`src/rtl/rr_arb4_pkg.sv`:
```
// Shared types and constants for the four-way round-robin decoder arbiter.
package rr_arb4_pkg;

  typedef enum logic [1:0] {
    ST_IDLE  = 2'b00,
    ST_GRANT = 2'b01,
    ST_GAP   = 2'b10
  } state_t;

  localparam int NREQ   = 4;
  localparam int CODE_W = 2;

  // One-hot image of a decoder select code, i.e. what a dec2x4 would drive.
  function automatic logic [NREQ-1:0] dec_code(input logic [CODE_W-1:0] code);
    dec_code = 4'b0001 << code;
  endfunction

endpackage

```
`src/rtl/rr_pick4.sv`:
```
// Combinational round-robin search: first requester at or after ptr_i, mod 4.
module rr_pick4
  import rr_arb4_pkg::*;
(
  input  logic [NREQ-1:0]   req_i,
  input  logic [CODE_W-1:0] ptr_i,
  output logic [CODE_W-1:0] win_o,
  output logic              any_o
);

  logic [CODE_W-1:0] idx;

  // Walk from lowest to highest priority so the highest-priority hit is written last.
  always_comb begin
    win_o = '0;
    idx   = '0;
    for (int k = NREQ - 1; k >= 0; k--) begin
      idx = ptr_i + k[CODE_W-1:0];
      if (req_i[idx]) win_o = idx;
    end
  end

  assign any_o = |req_i;

endmodule

```
`src/rtl/rr_arb4_dec.sv`:
```
// Round-robin arbiter driving a 2-to-4 decoder with a one-cycle break-before-make gap.
// Optional forced release after HOLD_MAX grant cycles: define RR_ARB_HOLD_LIMIT_EN.
module rr_arb4_dec
  import rr_arb4_pkg::*;
#(
  parameter int HOLD_MAX = 8,
  parameter int CNT_W    = 4
) (
  input  logic             CLK,
  input  logic             RST,
  input  logic [3:0]       REQ,
  output logic [3:0]       GNT,
  output logic             A0,
  output logic             A1,
  output logic             EN,
  output logic             BUSY,
  output logic [CNT_W-1:0] HOLD_CNT
);

`ifdef RR_ARB_HOLD_LIMIT_EN
  localparam bit LIMIT_EN = 1'b1;
`else
  localparam bit LIMIT_EN = 1'b0;
`endif
  localparam logic [CNT_W-1:0] HOLD_LAST = CNT_W'(HOLD_MAX - 1);

  state_t            state_q;
  logic [CODE_W-1:0] ptr_q;
  logic [CODE_W-1:0] code_q;
  logic [NREQ-1:0]   gnt_q;
  logic              en_q;
  logic [CNT_W-1:0]  cnt_q;
  logic [CNT_W-1:0]  cnt_d;

  logic [CODE_W-1:0] pick_win;
  logic              pick_any;
  logic              release_w;

  rr_pick4 u_pick (
    .req_i (REQ),
    .ptr_i (ptr_q),
    .win_o (pick_win),
    .any_o (pick_any)
  );

  assign cnt_d     = (cnt_q == '1) ? cnt_q : cnt_q + 1'b1;
  assign release_w = !REQ[code_q] || (LIMIT_EN && (cnt_q == HOLD_LAST));

  // code_q is only rewritten on a new grant, so A1/A0 stay still while EN is low.
  always_ff @(posedge CLK) begin
    if (RST) begin
      state_q <= ST_IDLE;
      ptr_q   <= '0;
      code_q  <= '0;
      gnt_q   <= '0;
      en_q    <= 1'b0;
      cnt_q   <= '0;
    end else begin
      case (state_q)
        ST_IDLE, ST_GAP: begin
          cnt_q <= '0;
          if (pick_any) begin
            state_q <= ST_GRANT;
            code_q  <= pick_win;
            gnt_q   <= dec_code(pick_win);
            en_q    <= 1'b1;
          end else begin
            state_q <= ST_IDLE;
            gnt_q   <= '0;
            en_q    <= 1'b0;
          end
        end
        ST_GRANT: begin
          if (release_w) begin
            state_q <= ST_GAP;
            ptr_q   <= code_q + 2'd1;
            gnt_q   <= '0;
            en_q    <= 1'b0;
            cnt_q   <= '0;
          end else begin
            cnt_q <= cnt_d;
          end
        end
        default: begin
          state_q <= ST_IDLE;
          gnt_q   <= '0;
          en_q    <= 1'b0;
          cnt_q   <= '0;
        end
      endcase
    end
  end

  assign GNT      = gnt_q;
  assign A0       = code_q[0];
  assign A1       = code_q[1];
  assign EN       = en_q;
  assign BUSY     = (state_q != ST_IDLE);
  assign HOLD_CNT = cnt_q;

endmodule
```
`config.mk`:
```
export PLATFORM = sky130hd
export DESIGN_NAME = rr_arb4_dec
export DESIGN_NICKNAME = d
export VERILOG_FILES = /design/src/rtl/rr_arb4_pkg.sv /design/src/rtl/rr_pick4.sv /design/src/rtl/rr_arb4_dec.sv
export SDC_FILE = /design/constraint.sdc
export NUM_CORES = 1
export LEC_CHECK = 0
export ABC_AREA = 1
export ABC_CLOCK_PERIOD_IN_PS = 1430
export CAP_MARGIN = 20
export CORE_MARGIN = 2
export CORE_UTILIZATION = 47
export CTS_BUF_LIST = sky130_fd_sc_hd__clkbuf_16
export DETAILED_ROUTE_END_ITERATION = 10
export PLACE_DENSITY_LB_ADDON = 0.15
export SETUP_SLACK_MARGIN = 0.1
export SLEW_MARGIN = 20
export SYNTH_ARGS = -nofsm -noshare
export SYNTH_HDL_FRONTEND = slang
export SYNTH_SLANG_ARGS = --single-unit
```
`constraint.sdc`:
```
create_clock -name CLK -period 1.43 [get_ports CLK]
set_input_delay 0.2145 -clock CLK [delete_from_list [all_inputs] [get_ports CLK]]
set_output_delay 0.2145 -clock CLK [all_outputs]
set_load 0.01 [all_outputs]
```
==> results of run 1 <==
==> state kept, by name, indices dropped and copies added (netlist names) <==
| register | cells |
|---|---|
| HOLD_CNT | 4 |
| GNT | 4 |
| state_q | 2 |
| code_q | 2 |
| EN | 1 |
| ptr_q | 2 |
==> worst min-delay path by stage <==
stage                         to  depth (start not counted)  startpoint
after floorplan               EN                          1         RST
after global placement        EN                          2          EN
after detailed placement  GNT[1]                          2      GNT[1]
after CTS                 GNT[0]                          2      GNT[0]
after global routing      GNT[0]                          2      GNT[0]
final                     GNT[0]                          2      GNT[0]
==> synth_stat cells <==
library cell / instances / share of area (%)
nor3_1: 1 / 0.65
o21ai_2: 2 / 2.3
xor2_1: 1 / 1.1
xnor2_1: 2 / 2.3
nand4_1: 2 / 1.6
inv_2: 1 / 0.48
nand2_1: 34 / 16
nand3_2: 2 / 2.6
ha_1: 1 / 1.6
o21ai_1: 1 / 0.65
nor2_1: 6 / 2.9
o21ai_0: 5 / 3.2
nor2_2: 1 / 0.81
o211ai_1: 1 / 0.97
nand2_2: 1 / 0.81
a31oi_1: 1 / 0.81
inv_1: 14 / 6.8
dfxtp_1: 15 / 39
a21oi_1: 10 / 6.5
nand3_1: 11 / 7.1
or2_2: 2 / 1.6
==> cell families after synthesis <==
family	count (synthesis)	share of synthesized area (%)
AOI/OAI and AO/OA	20	14.4
buffers and inverters	15	7.27
adders and majority gates	1	1.62
DFF	15	38.8
and+or+nand+nor	60	34.6
xor gates and xnor gates	3	3.39
==> per-layer routing <==
metal  up-vias  GRT usage, %
met5         -             0
met4         0          6.67
met3         0          7.35
met2        24          36.8
met1       378          27.0
li1        433             -
==> report_power, final <==
part	leakage (nW)	switching, mW	internal [mW]
Combinational	0.474	0.427	0.326
Sequential	0.125	0.0913	0.506
Clock	0.0409	0.167	0.373
Total	0.640	0.685	1.20
==> cells in the final DEF (no fill, tap or decap), types with 2 or more instances in the layout <==
cell type       instances
nand2_1                22
dfxtp_1                11
dlygate4sd2_1          11
nand2_2                10
a21oi_1                 9
inv_1                   8
buf_4                   8
inv_2                   6
nand3_1                 6
nand3_2                 6
o21ai_2                 4
o21ai_0                 4
nor2_1                  4
dlymetal6s2s_1          4
nand2_4                 3
nor2_4                  3
clkbuf_16               3
dfxtp_4                 3
or2_2                   2
nand4_1                 2
xnor2_1                 2
==> repair_timing <==
item	CTS	global route
gates cloned	0	0
gates resized for setup	31	33
pin swaps	5	11
setup buffers	2	2
setup endpoints to repair	20	15
==> area by class of cell <==
class                   count  area share (%)
clock inverters             1           0.404
clock buffers               3            6.06
inverters                  15            4.95
multi-input cells          84            43.4
well taps                  16            1.62
flip-flops and latches     15            25.3
repair buffers             25            18.3
==> through the flow <==
stage / TNS [ns] / utilization [%]
finish: 0 / 81.3
global route: 0 / 81.3
global placement: -2.17 / 65.3
floorplan: 0 / -
CTS: 0 / 73.1
detailed placement: -2.89 / 65.3
==> worst max-delay path, delay by kind of cell (launching register included) <==
family | cells | cell delay [ns]
AND/OR/NAND/NOR | 1 | 0.29
buffers and inverters | 1 | 0.23
flip-flops | 1 | 0.34
==> results.py, run 1 <==
metrics = {
    "run_status": {
        "status": "completed",
    },
    "timing": {
        "max_slew_margin_pct": 83.2,
        "finalSetupViolations": 0,
        "timing.hold.ws_ns": 0.440,
        "final_hold_viol_count": 0,
        "worst_pin_slew_ns": 0.251,
        "fin_crit_ns": 1.32,
        "rsz0062_at_grt": "true",
        "drv_slew": 0,
        "worst_slack_ns": 0.114,
        "fin_crit_sh_pct": 92.0,
        "clock.fmax_mhz": 760,
        "fin_worst_skew_ns": 0.00393,
    },
    "place": {
        "port_buffers": 17,
        "globalplace.congestion": 0.887,
        "dp_cells": 151,
        "placed_area_sq_um": 995,
        "dp_hpwl_microns": 1360,
        "place_ws_ns": -0.346,
    },
    "route": {
        "route.detailed.drc": 0,
        "top_layer_used": "met3",
        "route.met2.wl_microns": 959,
        "drt_first_pass_iters": 4,
        "viasPerCell": 5.25,
        "wire_per_inst_microns": 12.4,
        "wl_met1_microns": 882,
        "antenna_left": 0,
        "wl_met3_microns": 129,
        "num_vias": 835,
        "wirelength_microns": 1970,
        "dr.first_iter.drc_count": 6,
    },
    "critical_path": {
        "arrival_ns": 1.10,
        "crit_end": "BUSY",
        "r2r_end": "ptr_q[1]",
        "critPathKind": "flip-flop to primary output",
        "r2r_start": "code_q[0]",
        "cp.required_ns": 1.22,
        "cp_max_fo": 3,
        "crit_start": "state_q[1]",
        "rrSetupSlack_ns": 0.12,
        "slowest_delay_ns": 0.34,
        "end_kind": "primary output",
        "crit_path_top_delay_cell": "dfxtp_1",
        "crit_path_cell_trace": "or2_2, clkdlybuf4s15_1",
        "rr_worst_depth": 7,
        "cp-start-kind": "flip-flop",
    },
    "floorplan": {
        "die_height_microns": 44.6,
        "die-area_sq_um": 1990,
        "placementRows": 14,
        "chipWidth_microns": 44.6,
        "start_util_pct": 50.8,
        "fp.coreArea_sq_um": 1520,
        "io_pins": 18,
    },
    "clock_tree": {
        "h-tree-depth": 1,
        "clk_latency_ns": 0.24,
        "cts_tree": "yes",
        "ctsHoldBuffers": 0,
        "cts-buffers-inserted": 3,
        "clk_path_buf_depth": 2,
        "root_buffer": "clkbuf_16",
        "clk_pin_slew_ns": 0.05,
        "cts.sinks": 15,
    },
    "power": {
        "powerDensity_nw_per_um2": 1530,
        "p_total_mw": 1.89,
        "power.leakage_nw": 0.640,
        "vdd_drop_max_mv": 1.03,
    },
    "grt": {
        "grt-ovfl-total": 0,
        "grt_max_degree": 10,
        "grt_usage_pct": 22.2,
        "grt_pass1_wl_microns": 3200,
        "grt_pass1_vias": 747,
        "antenna_found_initial": 0,
    },
    "final_layout": {
        "register_area_sq_um": 313,
        "drive_gt1_share_pct": 37.8,
        "syn_to_final_growth_pct": 59.9,
        "diodes": 0,
        "nets": 151,
        "fillerInstances": 93,
        "stdcell_area_sq_um": 1240,
        "fin_cells": 159,
        "multi_input_area_sq_um": 538,
    },
    "synth": {
        "synth_cell_types": 21,
        "synth_cells": 114,
        "synth_area_per_cell_sq_um": 6.79,
        "ys.warnings.count": 0,
        "ys_ff_latch": 15,
        "synthesis.nets": 121,
        "yosysSeqAreaShare_pct": 38.8,
        "synthesis.area_sq_um": 774,
    },
    "hold_path": {
        "hp-class": "flip-flop to flip-flop",
    },
    "job": {
        "drv_cap": 0,
    },
}
Note: power is estimated with default switching activity, not from simulation.
==> inputs of run 2 (changes only) <==
--- a/config.mk
+++ b/config.mk
@@ -9,12 +9,14 @@
 export ABC_CLOCK_PERIOD_IN_PS = 1430
 export CAP_MARGIN = 20
 export CORE_MARGIN = 2
-export CORE_UTILIZATION = 47
+export CORE_UTILIZATION = 49
 export CTS_BUF_LIST = sky130_fd_sc_hd__clkbuf_16
 export DETAILED_ROUTE_END_ITERATION = 10
+export MAX_ROUTING_LAYER = met4
 export PLACE_DENSITY_LB_ADDON = 0.15
 export SETUP_SLACK_MARGIN = 0.1
 export SLEW_MARGIN = 20
 export SYNTH_ARGS = -nofsm -noshare
 export SYNTH_HDL_FRONTEND = slang
+export SYNTH_HIERARCHICAL = 1
 export SYNTH_SLANG_ARGS = --single-unit
==> run 2 against run 1 <==
Compared with the run above: the run now ends with negative setup slack left; non-clock buffer count is 3 higher; sequential cell count shrank 1; wire length is 20% higher; cell count is 19% higher; power down 5.7%; sequential power shrank 14%; die area rose by 6.3%; combinational power rose by 1%; setup slack worse by 0.26 ns; clock power decreased by 6.5%; utilization is 3.8 points lower; largest power group unchanged.
==> results.py, run 2 <==
metrics = {
    "run_status": {
        "status": "finished, violations left",
        "violations": "negative setup slack",
    },
    "synth": {
        "yosysSeqAreaShare_pct": 32.5,
        "synthArstFlopShare_pct": 0,
        "ys.warnings.count": 6,
        "ys.flop_type": "dfxtp_1",
        "synth_cell_types": 17,
        "netlist_top_cells_count": "47 x nand2_1, 24 x inv_1, 16 x nor2_1",
        "synth_most_common_cell": "nand2_1",
        "synthesis.area_sq_um": 863,
        "synth_area_leaders": "dfxtp_1 32%, nand2_1 20%, inv_1 10%",
        "synth-edff-count": 0,
        "synthesis.nets": 150,
        "synth_top_area_share_pct": 32.5,
        "synth_area_leader_cell": "dfxtp_1",
        "ys_ff_latch": 14,
        "synth_area_per_cell_sq_um": 6.04,
        "synth_cells": 143,
    },
    "timing": {
        "worst_pin_slew_ns": 0.227,
        "final_hold_viol_count": 0,
        "fin_crit_ns": 1.57,
        "rsz0062_at_grt": "true",
        "max_slew_margin_pct": 84.8,
        "clock.fmax_mhz": 636,
        "drv_slew": 0,
        "timing.hold.ws_ns": 0.505,
        "finalSetupTns_ns": -0.316,
        "fin_worst_skew_ns": 0.00208,
        "finalSetupViolations": 4,
        "fin_crit_sh_pct": 110,
        "worst_slack_ns": -0.143,
    },
    "clock_tree": {
        "cts.sinks": 14,
        "root_buffer": "clkbuf_16",
        "clk_latency_ns": 0.24,
        "clk_pin_slew_ns": 0.04,
        "cts_tree": "yes",
        "cts-buffers-inserted": 3,
        "clk_path_buf_depth": 2,
        "h-tree-depth": 1,
    },
    "critical_path": {
        "cp_max_fo": 5,
        "r2r_end": "GNT[3]",
        "arrival_ns": 1.74,
        "r2r_start": "ptr_q[1]",
        "end_kind": "flip-flop",
        "cp-start-kind": "flip-flop",
        "cp.required_ns": 1.60,
        "critPathKind": "flip-flop to flip-flop",
        "rr_worst_depth": 14,
        "rrSetupSlack_ns": -0.14,
    },
    "floorplan": {
        "placementRows": 15,
        "io_pins": 18,
        "chipWidth_microns": 46.0,
        "start_util_pct": 51.1,
        "fp.coreArea_sq_um": 1690,
        "die-area_sq_um": 2110,
        "die_height_microns": 46.0,
    },
    "hold_path": {
        "hp-start": "HOLD_CNT[1]",
        "min_path_cells": 2,
        "min_to": "HOLD_CNT[1]",
        "hp-class": "flip-flop to flip-flop",
    },
    "grt": {
        "antenna_found_initial": 0,
        "grt_pass1_vias": 884,
        "grt_usage_pct": 23.5,
        "grt_pass1_wl_microns": 3460,
        "grt_max_degree": 12,
        "grt-ovfl-total": 0,
    },
    "power": {
        "vdd_drop_max_mv": 0.976,
        "pwr-share-comb_pct": 42.7,
        "powerDensity_nw_per_um2": 1360,
        "p_int_mw": 1.13,
        "power.leakage_nw": 0.717,
        "sw_frac_of_total_pct": 36.5,
        "p_switching_mw": 0.650,
        "p_seq_share_pct": 28.9,
        "p_total_mw": 1.78,
        "clkPwrFrac_pct": 28.4,
    },
    "place": {
        "dp_hpwl_microns": 1480,
        "globalplace.congestion": 0.913,
        "dp_cells": 186,
        "port_buffers": 17,
        "place_ws_ns": -0.364,
        "placed_area_sq_um": 1130,
    },
    "job": {
        "drv_cap": 0,
    },
    "final_layout": {
        "nets": 182,
        "layout_commonest_cell": "nand2_1",
        "fillerInstances": 126,
        "syn_to_final_growth_pct": 51.6,
        "stdcell_area_sq_um": 1310,
        "multi_input_area_sq_um": 571,
        "utilization_pct": 77.5,
        "drive_gt1_share_pct": 33.5,
        "final_cell_mix": "31 x nand2_1, 17 x nand2_2, 15 x inv_1",
        "register_area_sq_um": 289,
        "diodes": 0,
        "fin_cells": 190,
    },
    "route": {
        "wire_per_inst_microns": 12.5,
        "wirelength_microns": 2370,
        "dr.first_iter.drc_count": 29,
        "route.detailed.drc": 0,
        "num_vias": 1035,
        "viasPerCell": 5.45,
        "drt_first_pass_iters": 4,
        "antenna_left": 0,
    },
}
-- run 2: logic make-up after synthesis --
family                   synth area share (%)
AND/OR/NAND/NOR                          46.8
buffers and inverters                    11.7
flip-flops                               32.5
AO/OA/AOI/OAI                            5.51
XOR/XNOR                                 2.03
adder cells (fa/ha/maj)                  1.45
-- run 2: worst max-delay path by stage --
stage | from | endpoint | slack [ns] | depth (start not counted)
5_1_grt | ptr_q[0] | GNT[3] | -0.20 | 14
4_1_cts | ptr_q[0] | GNT[2] | 0.009 | 14
3_5_place_dp | REQ[2] | GNT[2] | -0.36 | 15
2_1_floorplan | ptr_q[0] | GNT[2] | 0.11 | 14
6_report | ptr_q[1] | GNT[3] | -0.14 | 14
3_3_place_gp | REQ[2] | GNT[2] | -0.31 | 15
-- run 2: power groups by stage --
stage          Clock [mW]  Combinational (mW)  Sequential (mW)
6_report            0.505               0.761            0.514
4_1_cts             0.512               0.647            0.505
3_3_place_gp            0               0.605            0.505
3_5_place_dp            0               0.614            0.508
5_1_grt             0.521               0.822            0.523
2_1_floorplan           0               0.375            0.518
-- run 2: worst max-delay path, stage by stage (launching register included) --
cell	delay, ns
dfxtp_4	0.39
inv_4	0.06
nand2_1	0.07
nand2_2	0.07
nor2_2	0.12
nand2_1	0.09
nand3_2	0.07
nand3_2	0.07
nand2_2	0.08
inv_2	0.06
nor2_4	0.13
nand2_1	0.07
nand2_1	0.08
inv_1	0.06
nor2_1	0.10
-- run 2: area by class of cell --
type | instances | share of cell area, %
Clock buffer | 3 | 5.74
Inverter | 25 | 7.93
Multi-Input combinational cell | 103 | 43.6
Sequential cell | 14 | 22.1
Tap cell | 17 | 1.63
Timing Repair Buffer | 28 | 19.0
-- run 2: repair_timing --
action,in CTS,in global routing
hold buffers,0,0
gates resized for setup,30,29
endpoints found under the setup margin,14,11
pin swaps,12,11
buffers inserted,0,1
-- run 2: routing by layer --
metal,vias up,global-route usage [%],wire [microns]
met5,-,-,0
met4,0,9.71,62
met3,14,6.35,136
met2,42,37.5,1230
met1,468,27.7,941
li1,511,-,-
==> inputs of run 3 (changes only) <==
--- a/config.mk
+++ b/config.mk
@@ -8,7 +8,7 @@
 export ABC_AREA = 1
 export ABC_CLOCK_PERIOD_IN_PS = 1430
 export CAP_MARGIN = 20
-export CORE_MARGIN = 2
+export CORE_MARGIN = 1
 export CORE_UTILIZATION = 49
 export CTS_BUF_LIST = sky130_fd_sc_hd__clkbuf_16
 export DETAILED_ROUTE_END_ITERATION = 10
@@ -20,3 +20,4 @@
 export SYNTH_HDL_FRONTEND = slang
 export SYNTH_HIERARCHICAL = 1
 export SYNTH_SLANG_ARGS = --single-unit
+export TNS_END_PERCENT = 1
==> run 3 against run 2 <==
Compared with the run above: the flow still finishes with violations (negative setup slack); maximum frequency grew 6.7%; clock skew increased by 0.0016 ns; wire length is 11% lower; global-route usage up 3.2 points; clock power is 2% higher; via count decreased by 5.6%; combinational power fell by 11%; first-iteration DRC count down 17%; critical path depth decreased by 2; largest cell class unchanged.
==> results.py, run 3 (synthesis results as in run 2) <==
metrics = {
    "timing": {
        "rsz0062_at_grt": "true",
        "max_slew_margin_pct": 85.2,
        "final_hold_viol_count": 0,
        "finalSetupViolations": 4,
        "timing.hold.ws_ns": 0.503,
        "fin_worst_skew_ns": 0.00367,
        "finalSetupTns_ns": -0.107,
        "fin_crit_ns": 1.47,
        "worst_pin_slew_ns": 0.221,
        "drv_slew": 0,
        "fin_crit_sh_pct": 103,
        "clock.fmax_mhz": 678,
        "worst_slack_ns": -0.0440,
    },
    "clock_tree": {
        "clk_latency_ns": 0.24,
        "clk_pin_slew_ns": 0.05,
        "clk_path_buf_depth": 2,
        "cts.sinks": 14,
        "ctsHoldBuffers": 0,
        "root_buffer": "clkbuf_16",
        "h-tree-depth": 1,
        "cts_tree": "yes",
        "cts-buffers-inserted": 3,
    },
    "run_status": {
        "violations": "negative setup slack",
        "status": "finished, violations left",
    },
    "route": {
        "dr.first_iter.drc_count": 24,
        "wirelength_microns": 2120,
        "wire_per_inst_microns": 11.1,
        "drt_first_pass_iters": 6,
        "antenna_left": 0,
        "route.detailed.drc": 0,
        "num_vias": 977,
        "viasPerCell": 5.14,
    },
    "final_layout": {
        "nets": 182,
        "utilization_pct": 79.4,
        "fin_cells": 190,
        "layout_commonest_cell": "nand2_1",
        "final_cell_mix": "39 x nand2_1, 16 x inv_1, 14 x nand3_1, 14 x nor2_1",
        "drive_gt1_share_pct": 25.9,
        "diodes": 0,
        "syn_to_final_growth_pct": 45.1,
    },
    "critical_path": {
        "end_kind": "flip-flop",
        "cpLargestDelayFamily": "simple AND/OR/NAND/NOR gates",
        "crit_path_top_delay_cell": "dfxtp_4",
        "cp-start-kind": "flip-flop",
        "critPathBufInv": 3,
        "rr_worst_depth": 12,
        "cp.depth": 12,
        "crit_top_cell": "nand2_2",
        "arrival_ns": 1.60,
        "cp.required_ns": 1.56,
        "crit_path_cell_trace": "inv_6, nand2_1, nand2_2, nand2_2, nand2_2, nand3_1, nand3_1, nand2_1, inv_2, nor2_4, buf_4, o21a_1",
        "slowest_delay_ns": 0.38,
        "rrSetupSlack_ns": -0.04,
        "critPathKind": "flip-flop to flip-flop",
        "cp_max_fo": 8,
    },
    "grt": {
        "grt_pass1_wl_microns": 3740,
        "grt_usage_pct": 26.8,
        "grt_pass1_vias": 911,
        "grt-ovfl-total": 0,
        "grt_max_degree": 10,
        "antenna_found_initial": 0,
    },
    "floorplan": {
        "placementRows": 14,
        "io_pins": 18,
        "fp.coreArea_sq_um": 1580,
        "die-area_sq_um": 1930,
        "chipWidth_microns": 44.0,
        "start_util_pct": 54.8,
        "die_height_microns": 44.0,
    },
    "power": {
        "vdd_drop_max_mv": 1.14,
        "power.leakage_nw": 0.692,
        "p_total_mw": 1.70,
        "powerDensity_nw_per_um2": 1360,
    },
    "place": {
        "dp_cells": 185,
        "port_buffers": 17,
        "dp_hpwl_microns": 1510,
        "globalplace.congestion": 0.859,
    },
    "hold_path": {
        "hp-class": "flip-flop to flip-flop",
        "min_path_cells": 2,
    },
    "job": {
        "drv_cap": 0,
    },
}
==> run 3: cell count changes in the layout (fill, tap and decap cells not counted), sizes merged <==
cell           before  now
clkinv              0    1
clkdlybuf4s50       1    2
dlymetal6s2s        4    3
==> run 3: tightest hold or removal path: stages (launching register included) <==
cell	delay [ns]
dfxtp_1	0.32
nand4_1	0.07
a21oi_1	0.06
==> run 3: worst paths after layout <==
path                                  start     endpoint
worst max-delay path               ptr_q[0]    code_q[1]
worst max register to register     ptr_q[0]    code_q[1]
worst min register to register  HOLD_CNT[1]  HOLD_CNT[1]
worst min-delay path            HOLD_CNT[1]  HOLD_CNT[1]
==> run 3: routing by layer <==
layer	global-route usage, %	part of all wire, %
met1	33.4	47
met2	43.3	47
met3	7.92	5.6
met4	4.85	1.1
met5	-	0
==> run 3: report_power, final <==
part / internal, mW / total, mW / switching (mW) / leakage (nW)
clock network: 0.368 / 0.516 / 0.147 / 0.0385
logic: 0.289 / 0.679 / 0.389 / 0.537
registers: 0.449 / 0.505 / 0.0563 / 0.117
total: 1.11 / 1.70 / 0.593 / 0.692
==> run 3: cell type report <==
cell class	count	area, sq um
Timing Repair Buffer	28	246
Clock inverter	1	3.75
Inverter	25	98.8
Tap cell	16	20.0
Clock buffer	3	75.1
Multi-Input combinational cell	103	520
Sequential cell	14	288
Fill cell	119	324
==> run 3: timing repair <==
item	in CTS	in global routing
endpoints found under the setup margin	14	10
endpoints found under the hold margin	0	0
buffers inserted	1	0
pin swaps	3	11
gates resized for setup	25	16
==> run 3: metrics by stage <==
| step | instance area (sq um) | setup slack [ns] |
|---|---|---|
| floorplan | 868 | 0.111 |
| global placement | 1130 | -0.315 |
| detailed placement | 1130 | -0.371 |
| CTS | 1210 | -0.0367 |
| global route | 1250 | -0.152 |
| finish | 1250 | -0.0440 |
